**src/rtl/argmax_pkg.sv**
```systemverilog
// Shared constants and helpers for the streaming argmax classifier.
// Sizing helpers are functions so each instance derives its own widths.
package argmax_pkg;
  localparam int DEF_WIDTH = 16;
  localparam int DEF_N     = 1;
  localparam int DEF_NOUT  = 4;

  function automatic int clog2_min1(input int v);
    return (v > 1) ? $clog2(v) : 1;
  endfunction

  localparam int BEATS  = DEF_NOUT / DEF_N;
  localparam int IDX_W  = clog2_min1(DEF_NOUT);
  localparam int BEAT_W = clog2_min1(BEATS);

  // Most negative two's complement value of width w, right-aligned in 64 bits.
  function automatic logic [63:0] MOST_NEG(input int w);
    return 64'(1) << (w - 1);
  endfunction

  // Callers sign-extend operands to 64 bits before calling.
  function automatic logic sgt(input logic signed [63:0] a, input logic signed [63:0] b);
    return a > b;
  endfunction
endpackage

```
**src/rtl/argmax_classifier_chunk.sv**
```systemverilog
// Combinational N-lane signed max; ties resolve to the lowest lane.
module chunk_argmax
  import argmax_pkg::*;
#(
  parameter int WIDTH  = 16,
  parameter int N      = 1,
  parameter int LANE_W = 1
) (
  input  logic [WIDTH*N-1:0] act,
  output logic [WIDTH-1:0]   max_val,
  output logic [LANE_W-1:0]  max_lane
);
  always_comb begin
    max_val  = act[WIDTH-1:0];
    max_lane = '0;
    // Strict compare keeps the earlier lane on equal values.
    for (int j = 1; j < N; j++) begin
      if (sgt(64'($signed(act[WIDTH*j +: WIDTH])), 64'($signed(max_val)))) begin
        max_val  = act[WIDTH*j +: WIDTH];
        max_lane = LANE_W'(j);
      end
    end
  end
endmodule

```
**src/rtl/argmax_classifier.sv**
```systemverilog
// Streaming argmax over NOUT neurons delivered N per beat, with ideal-index check.
// Optional saturating accuracy counters: ARGMAX_ACCURACY_COUNTER_EN.
module argmax_classifier
  import argmax_pkg::*;
#(
  parameter  int WIDTH = 16,
  parameter  int N     = 1,
  parameter  int NOUT  = 4,
  parameter  int CNT_W = 16,
  localparam int IW    = clog2_min1(NOUT)
) (
  input  logic               clk,
  input  logic               reset,
  input  logic               clear,
  input  logic               act_valid,
  input  logic [WIDTH*N-1:0] act_in,
  input  logic [N-1:0]       y_in,
  output logic               result_valid,
  output logic [NOUT-1:0]    pred_onehot,
  output logic [IW-1:0]      pred_idx,
  output logic               correct,
  output logic               y_none,
  output logic [CNT_W-1:0]   sample_count,
  output logic [CNT_W-1:0]   correct_count
);
  localparam int NB = NOUT / N;
  localparam int BW = clog2_min1(NB);
  localparam int LW = clog2_min1(N);
  localparam logic [WIDTH-1:0] MNEG = WIDTH'(MOST_NEG(WIDTH));

  logic [BW-1:0]    beat;
  logic [WIDTH-1:0] run_max;
  logic [IW-1:0]    run_pos, y_idx;
  logic             y_seen;

  logic [WIDTH-1:0] c_max, m_max;
  logic [LW-1:0]    c_lane;
  logic [IW-1:0]    base, y_off, m_pos, m_yidx;
  logic             first, last, accept, fin, y_hit, m_yany, m_correct;

  chunk_argmax #(.WIDTH(WIDTH), .N(N), .LANE_W(LW)) u_chunk (
    .act     (act_in),
    .max_val (c_max),
    .max_lane(c_lane)
  );

  assign first  = (beat == '0);
  assign last   = (beat == BW'(NB - 1));
  assign accept = act_valid & ~clear;
  assign fin    = accept & last;
  assign base   = IW'(beat) * IW'(N);

  // Running state merged with the current beat, so the final beat needs no extra cycle.
  always_comb begin
    y_hit = |y_in;
    y_off = '0;
    for (int j = N - 1; j >= 0; j--)
      if (y_in[j]) y_off = IW'(j);
    if (first || sgt(64'($signed(c_max)), 64'($signed(run_max)))) begin
      m_max = c_max;
      m_pos = base + IW'(c_lane);
    end else begin
      m_max = run_max;
      m_pos = run_pos;
    end
    m_yany    = y_seen | y_hit;
    m_yidx    = y_seen ? y_idx : base + y_off;
    m_correct = m_yany && (m_pos == m_yidx);
  end

  always_ff @(posedge clk or negedge reset) begin
    if (!reset) begin
      beat         <= '0;
      run_max      <= MNEG;
      run_pos      <= '0;
      y_seen       <= 1'b0;
      y_idx        <= '0;
      result_valid <= 1'b0;
      pred_onehot  <= NOUT'(1);
      pred_idx     <= '0;
      correct      <= 1'b0;
      y_none       <= 1'b0;
    end else begin
      result_valid <= 1'b0;
      if (clear || fin) begin
        beat    <= '0;
        run_max <= MNEG;
        run_pos <= '0;
        y_seen  <= 1'b0;
        y_idx   <= '0;
      end else if (accept) begin
        beat    <= beat + 1'b1;
        run_max <= m_max;
        run_pos <= m_pos;
        y_seen  <= m_yany;
        y_idx   <= m_yidx;
      end
      if (fin) begin
        result_valid <= 1'b1;
        pred_onehot  <= NOUT'(1) << m_pos;
        pred_idx     <= m_pos;
        correct      <= m_correct;
        y_none       <= ~m_yany;
      end
    end
  end

`ifdef ARGMAX_ACCURACY_COUNTER_EN
  always_ff @(posedge clk or negedge reset) begin
    if (!reset) begin
      sample_count  <= '0;
      correct_count <= '0;
    end else if (fin) begin
      if (~&sample_count) sample_count <= sample_count + 1'b1;
      if (m_correct && ~&correct_count) correct_count <= correct_count + 1'b1;
    end
  end
`else
  assign sample_count  = '0;
  assign correct_count = '0;
`endif
endmodule

```
**config.mk**
```make
export PLATFORM = sky130hd
export DESIGN_NAME = argmax_classifier
export DESIGN_NICKNAME = d
export VERILOG_FILES = /design/src/rtl/argmax_pkg.sv /design/src/rtl/argmax_classifier_chunk.sv /design/src/rtl/argmax_classifier.sv
export SDC_FILE = /design/constraint.sdc
export NUM_CORES = 1
export LEC_CHECK = 0
export ABC_AREA = 1
export CORE_ASPECT_RATIO = 1.1
export CORE_MARGIN = 3
export CORE_UTILIZATION = 24
export DETAILED_ROUTE_END_ITERATION = 8
export PLACE_DENSITY = 0.45
export SYNTH_ARGS = -nofsm -noshare
export SYNTH_HDL_FRONTEND = slang
export SYNTH_SLANG_ARGS = --single-unit
```
**constraint.sdc**
```tcl
create_clock -name clk -period 3.6 [get_ports clk]
set_input_delay 0.9 -clock clk [delete_from_list [all_inputs] [get_ports clk]]
set_output_delay 0.9 -clock clk [all_outputs]
set_load 0.01 [all_outputs]
```
Word level (Yosys, flattened, before mapping)
Index checks and enable logic that the tools add are counted.
- $add $sub $neg: 1
- eq/ne operators: 2
- bitwise logic cells: 5
- magnitude comparators: 1
- shifts and indexed selects: 1
- reduce and logical (&&, ||, !) cells: 7
- mux-type cells: 14
- operators by type and width (kind ; count):
    $mux W16 ; 3
    $gt A16 B16 Y1 ; 1
    $mux W2 ; 8
    $reduce_bool A2 Y1 ; 2
    $shl A1 B2 Y4 const A ; 1
    $mux W1 ; 3
    $add A2 B1 Y2 const B ; 1
    $and A1 B1 Y1 ; 2
    $eq A2 B2 Y1 ; 1
    $eq A2 B2 Y1 const B ; 1
    $logic_not A2 Y1 ; 1
    $logic_or A1 B1 Y1 ; 2
    $not A1 Y1 ; 2
    $reduce_and A2 Y1 ; 1
    $logic_and A1 B1 Y1 ; 1
    $or A1 B1 Y1 ; 1
- output and inout port bits: 41
- word-level logic and storage cells: 41
- flip-flop bits (word level): 32
- input port bits: 21

Depth between registers and ports, before layout
- depth after elaboration: 6
- gate-level depth with buffers: 20
- gate-level depth less buffers: 20

Hierarchy
A second synthesis with hierarchy kept.
- cell total of the unflattened synthesis: 281
- area, all modules: 2283.4 um^2
- by module, submodules not included (module ; cells an instance ; area each (um^2) ; seq. area each (um^2) ; instances):
    argmax_classifier ; 263 ; 2152.1 ; 803.3 ; 1
    chunk_argmax ; 18 ; 131.4 ; 0.0 ; 1

Worst setup path before layout
Ideal clock, no wire load.
- path kind: input -> register
- start: input act_in[7]
- end: register run_max[0]
- path slack: 1.119 ns
- stages on the path: 15
- library setup time: 0.126 ns
- arrival time: 2.355 ns
- required time: 3.474 ns
- path through: ha_1 -> nand2_1 -> nor2_1 -> o21ai_0 -> nand3_1 -> nand2_1 -> nand2_1 -> nand2_1 -> nand2_1 -> nand2_2 -> nand2_2 -> inv_2 -> o21ai_4 -> clkbuf_4 -> o21ai_0
- word-level cells in the longest chain between the ends: 4
- ends and longest elaborated chain (item ; RTL line ; RTL):
    start: declaration ; argmax_classifier.sv:16 ; input logic [WIDTH*N-1:0] act_in,
    $gt A16 B16 Y1 ; argmax_pkg.sv:23 ; return a > b;
    $logic_or A1 B1 Y1 ; argmax_classifier.sv:59 ; if (first || sgt(64'($signed(c_max)), 64'($signed(run_max)))) begin
    $reduce_bool A2 Y1 (no line) ; -- ;
    $reduce_and A2 Y1 (no line) ; -- ;
    end signal: assignment ; argmax_classifier.sv:93 ; run_max <= m_max;
    end: declaration ; argmax_classifier.sv:32 ; logic [WIDTH-1:0] run_max;
Every way passes these cells.
A chain may end at the register's enable or synchronous reset.

Final worst setup path
- start: input act_in[15]
- end: register run_max[9]
The elaborated chain is that of the path after synthesis.

==> flow_metrics.py <==
metrics = {
    "floorplanning": {
        "die_x_um": 94.6,
        "rows": 34,
        "start_util_pct": 25.4,
        "core_area_mm2": 0.00817,
        "dieArea_mm2": 0.00980,
        "fp.dieH_um": 104,
        "io_pins": 62,
    },
    "cts": {
        "htree_levels": 2,
        "clock_latency_ns": 0.28,
        "ctsHoldBuffers": 0,
        "cts-resized-gates": 0,
        "numCtsBuffers": 5,
        "clock_sinks": 32,
        "cts-root-buf": "clkbuf_8",
        "clockBufferDepth": 2,
        "cts_tree": "yes",
        "cts.clk_slew.worst_paths_ns": 0.07,
        "postCtsSetupRepairBufs": 0,
    },
    "synth": {
        "synth-compound-area-share_pct": 10.9,
        "ys_ff_latch": 32,
        "synth_fa_ha_area_share_pct": 10.9,
        "synth_cell_types": 26,
        "synth_area_mm2": 0.00207,
        "synth_top_family_by_area": "buffers and inverters",
        "synth_top_area_share_pct": 36.2,
        "postSynthAreaPerCell_um2": 8.07,
        "synth-warning-count": 0,
        "synth-simple-area-share_pct": 18.1,
        "synth.area.mux_share_pct": 0,
        "synth-xor-area-share_pct": 0,
        "ys_seq_area_share_pct": 38.7,
        "synthTopCellsByArea": "dfrtp_1 36%, buf_4 12%, ha_1 11%, nand2_1 8.5%, inv_1 7.6%",
        "syn_inst": 257,
        "yosysTopAreaCell": "dfrtp_1",
    },
    "final_layout": {
        "post-route-util_pct": 30.5,
        "most-common-layout-cells": "47 x nand2_1, 42 x inv_1, 32 x conb_1, 30 x dfrtp_1, 29 x clkdlybuf4s50_1",
        "syn_to_final_growth_pct": 20.1,
        "nets": 330,
        "fillers": 880,
        "final_common_cell": "nand2_1",
        "drive_gt1_share_pct": 7.19,
        "antenna_cells": 0,
    },
    "critical_path": {
        "critPathMaxStageDelay_ns": 0.46,
        "r2r-start": "run_max[15]",
        "reg2reg_to": "run_max[9]",
        "worstPathArrival_ns": 3.14,
        "cp_top_family": "buffers and inverters",
        "crit_required_ns": 3.79,
        "crit_chain": "clkdlybuf4s50_1 -> ha_1 -> a21oi_1 -> o21ai_0 -> a21oi_1 -> nand3_1 -> nand2_1 -> nand2_2 -> nand2_2 -> inv_2 -> o21ai_4 -> buf_4 -> nand3_1 -> o21ai_0",
        "setup.worst_path.end_class": "flip-flop",
        "cp_slowest_cell": "clkdlybuf4s50_1",
        "path_max_fanout": 32,
        "reg2regPathDepth": 15,
        "path_buf_inv": 3,
        "r2r_setup_slack_ns": 1.20,
        "start_kind": "input pin",
        "setup.worst_path.class": "in2reg",
    },
    "place": {
        "portBuffers": 29,
        "gp_congestion": 0.754,
        "post-place-ws_ns": 0.325,
        "dp_hpwl_mm": 3.21,
    },
    "worst_hold_path": {
        "hp-class": "reg2reg",
        "hold_depth": 2,
        "whs_endpoint": "correct",
        "hold_start": "correct",
    },
    "grt": {
        "grt_max_degree": 33,
        "antenna_found_initial": 0,
        "grt_overflow_total": 0,
        "grt_pass1_wl_mm": 7.08,
        "grt_usage_pct": 9.06,
        "grt_pass1_vias": 1572,
    },
    "sta": {
        "slew_viol_final": 0,
        "setup-tns-final_ns": 0,
        "timing.hold.ws_ns": 0.483,
        "setup_viol": 0,
        "rsz0062_at_grt": "no",
        "fin_worst_skew_ns": 0.00605,
        "fin_crit_sh_pct": 81.8,
        "fmax_mhz": 340,
        "worst_slack_ns": 0.655,
        "fin_crit_ns": 2.94,
        "hold_violations": 0,
    },
    "pwr": {
        "leakage_nw": 1.24,
        "total_power_mw": 1.09,
        "worst_ir_drop_vdd_uv": 196,
        "power.density_mw_per_mm2": 439,
    },
    "drt": {
        "detail-route-antenna-nets": 0,
        "drt_iter0_drc": 54,
        "firstDrtPassIters": 4,
        "wl_mm": 4.16,
        "vias": 1555,
        "drc": 0,
        "wire_per_inst_um": 10.4,
        "vias_per_cell": 3.89,
    },
    "run": {
        "cap_violations": 0,
    },
    "status": {
        "outcome": "finished clean",
    },
}
## per-layer routing
layer | global-route usage, % | routed length, um | vias to the layer above
met2 | 14.6 | 1950 | 43
met3 | 2.83 | 246 | 4
met1 | 11.5 | 1930 | 688
li1 | - | - | 820
met5 | 0 | 0 | -
met4 | 2.78 | 39 | 0
## how the worst max path moves through the flow
stage,start,endpoint,slack [ns],depth (start not counted)
2_1_floorplan,act_in[7],run_max[0],1.12,15
3_3_place_gp,act_in[15],run_max[1],0.38,14
3_5_place_dp,act_in[15],run_max[9],0.32,14
4_1_cts,act_in[15],run_max[9],0.62,14
5_1_grt,act_in[15],run_max[4],0.40,15
6_report,act_in[15],run_max[9],0.66,14
## stage by stage
| stage | std cells | instance area [um^2] |
|---|---|---|
| 5_1_grt | 400 | 2490 |
| 4_1_cts | 400 | 2490 |
| 6_report | 400 | 2490 |
| 3_5_place_dp | 392 | 2370 |
| 3_3_place_gp | 392 | 2370 |
| 2_1_floorplan | 288 | 2190 |
## area by class of cell
class	instances	area, um^2	share of cell area (%)
Sequential cell	32	803	32.2
Inverter	43	161	6.48
Timing Repair Buffer	33	320	12.9
Multi-Input combinational cell	176	946	38.0
Tap cell	108	135	5.42
Clock inverter	1	30.0	1.20
Clock buffer	7	96.3	3.87
## cell usage after synthesis (all sizes together)
cell type  number
nor2            7
inv            43
dfstp           2
ha             18
buf            36
nand2          49
conb            1
nor3            2
nand3          26
o22ai           2
o31ai           1
o21a            1
o21ai          28
nand4           2
dfrtp          30
a21oi           7
a21boi          1
clkbuf          1
## state kept, by name (all words and copies together) (netlist names)
register and flops:
pred_onehot 4, beat 2, correct 1, run_max 16, y_idx 2, result_valid 1, y_seen 1, y_none 1
run_pos 2, pred_idx 2
## kinds of logic after synthesis
group	after synthesis
compound gates	40
flops	32
fa+ha+maj	18
other cells	1
buf+inv	80
simple gates	86
## report_power, final
group	leakage (nW)	total, mW	switching [mW]	internal (mW)
clock network	0.0645	0.378	0.134	0.244
registers	0.416	0.432	0.0221	0.410
logic	0.758	0.283	0.159	0.124
total	1.24	1.09	0.316	0.778
## worst reg2reg max path, stage by stage (launching register included)
cell and delay [ns]:
dfstp_2 0.52, inv_1 0.05, ha_1 0.33, nand2_1 0.11, nor3_2 0.23, nand2_1 0.10
nand2_1 0.06, nand2_1 0.04, nand2_1 0.06, nand2_2 0.07, nand2_2 0.10, inv_2 0.06
o21ai_4 0.10, buf_4 0.29, nand3_1 0.10, o21ai_0 0.09
(Power assumes the default switching activity.)
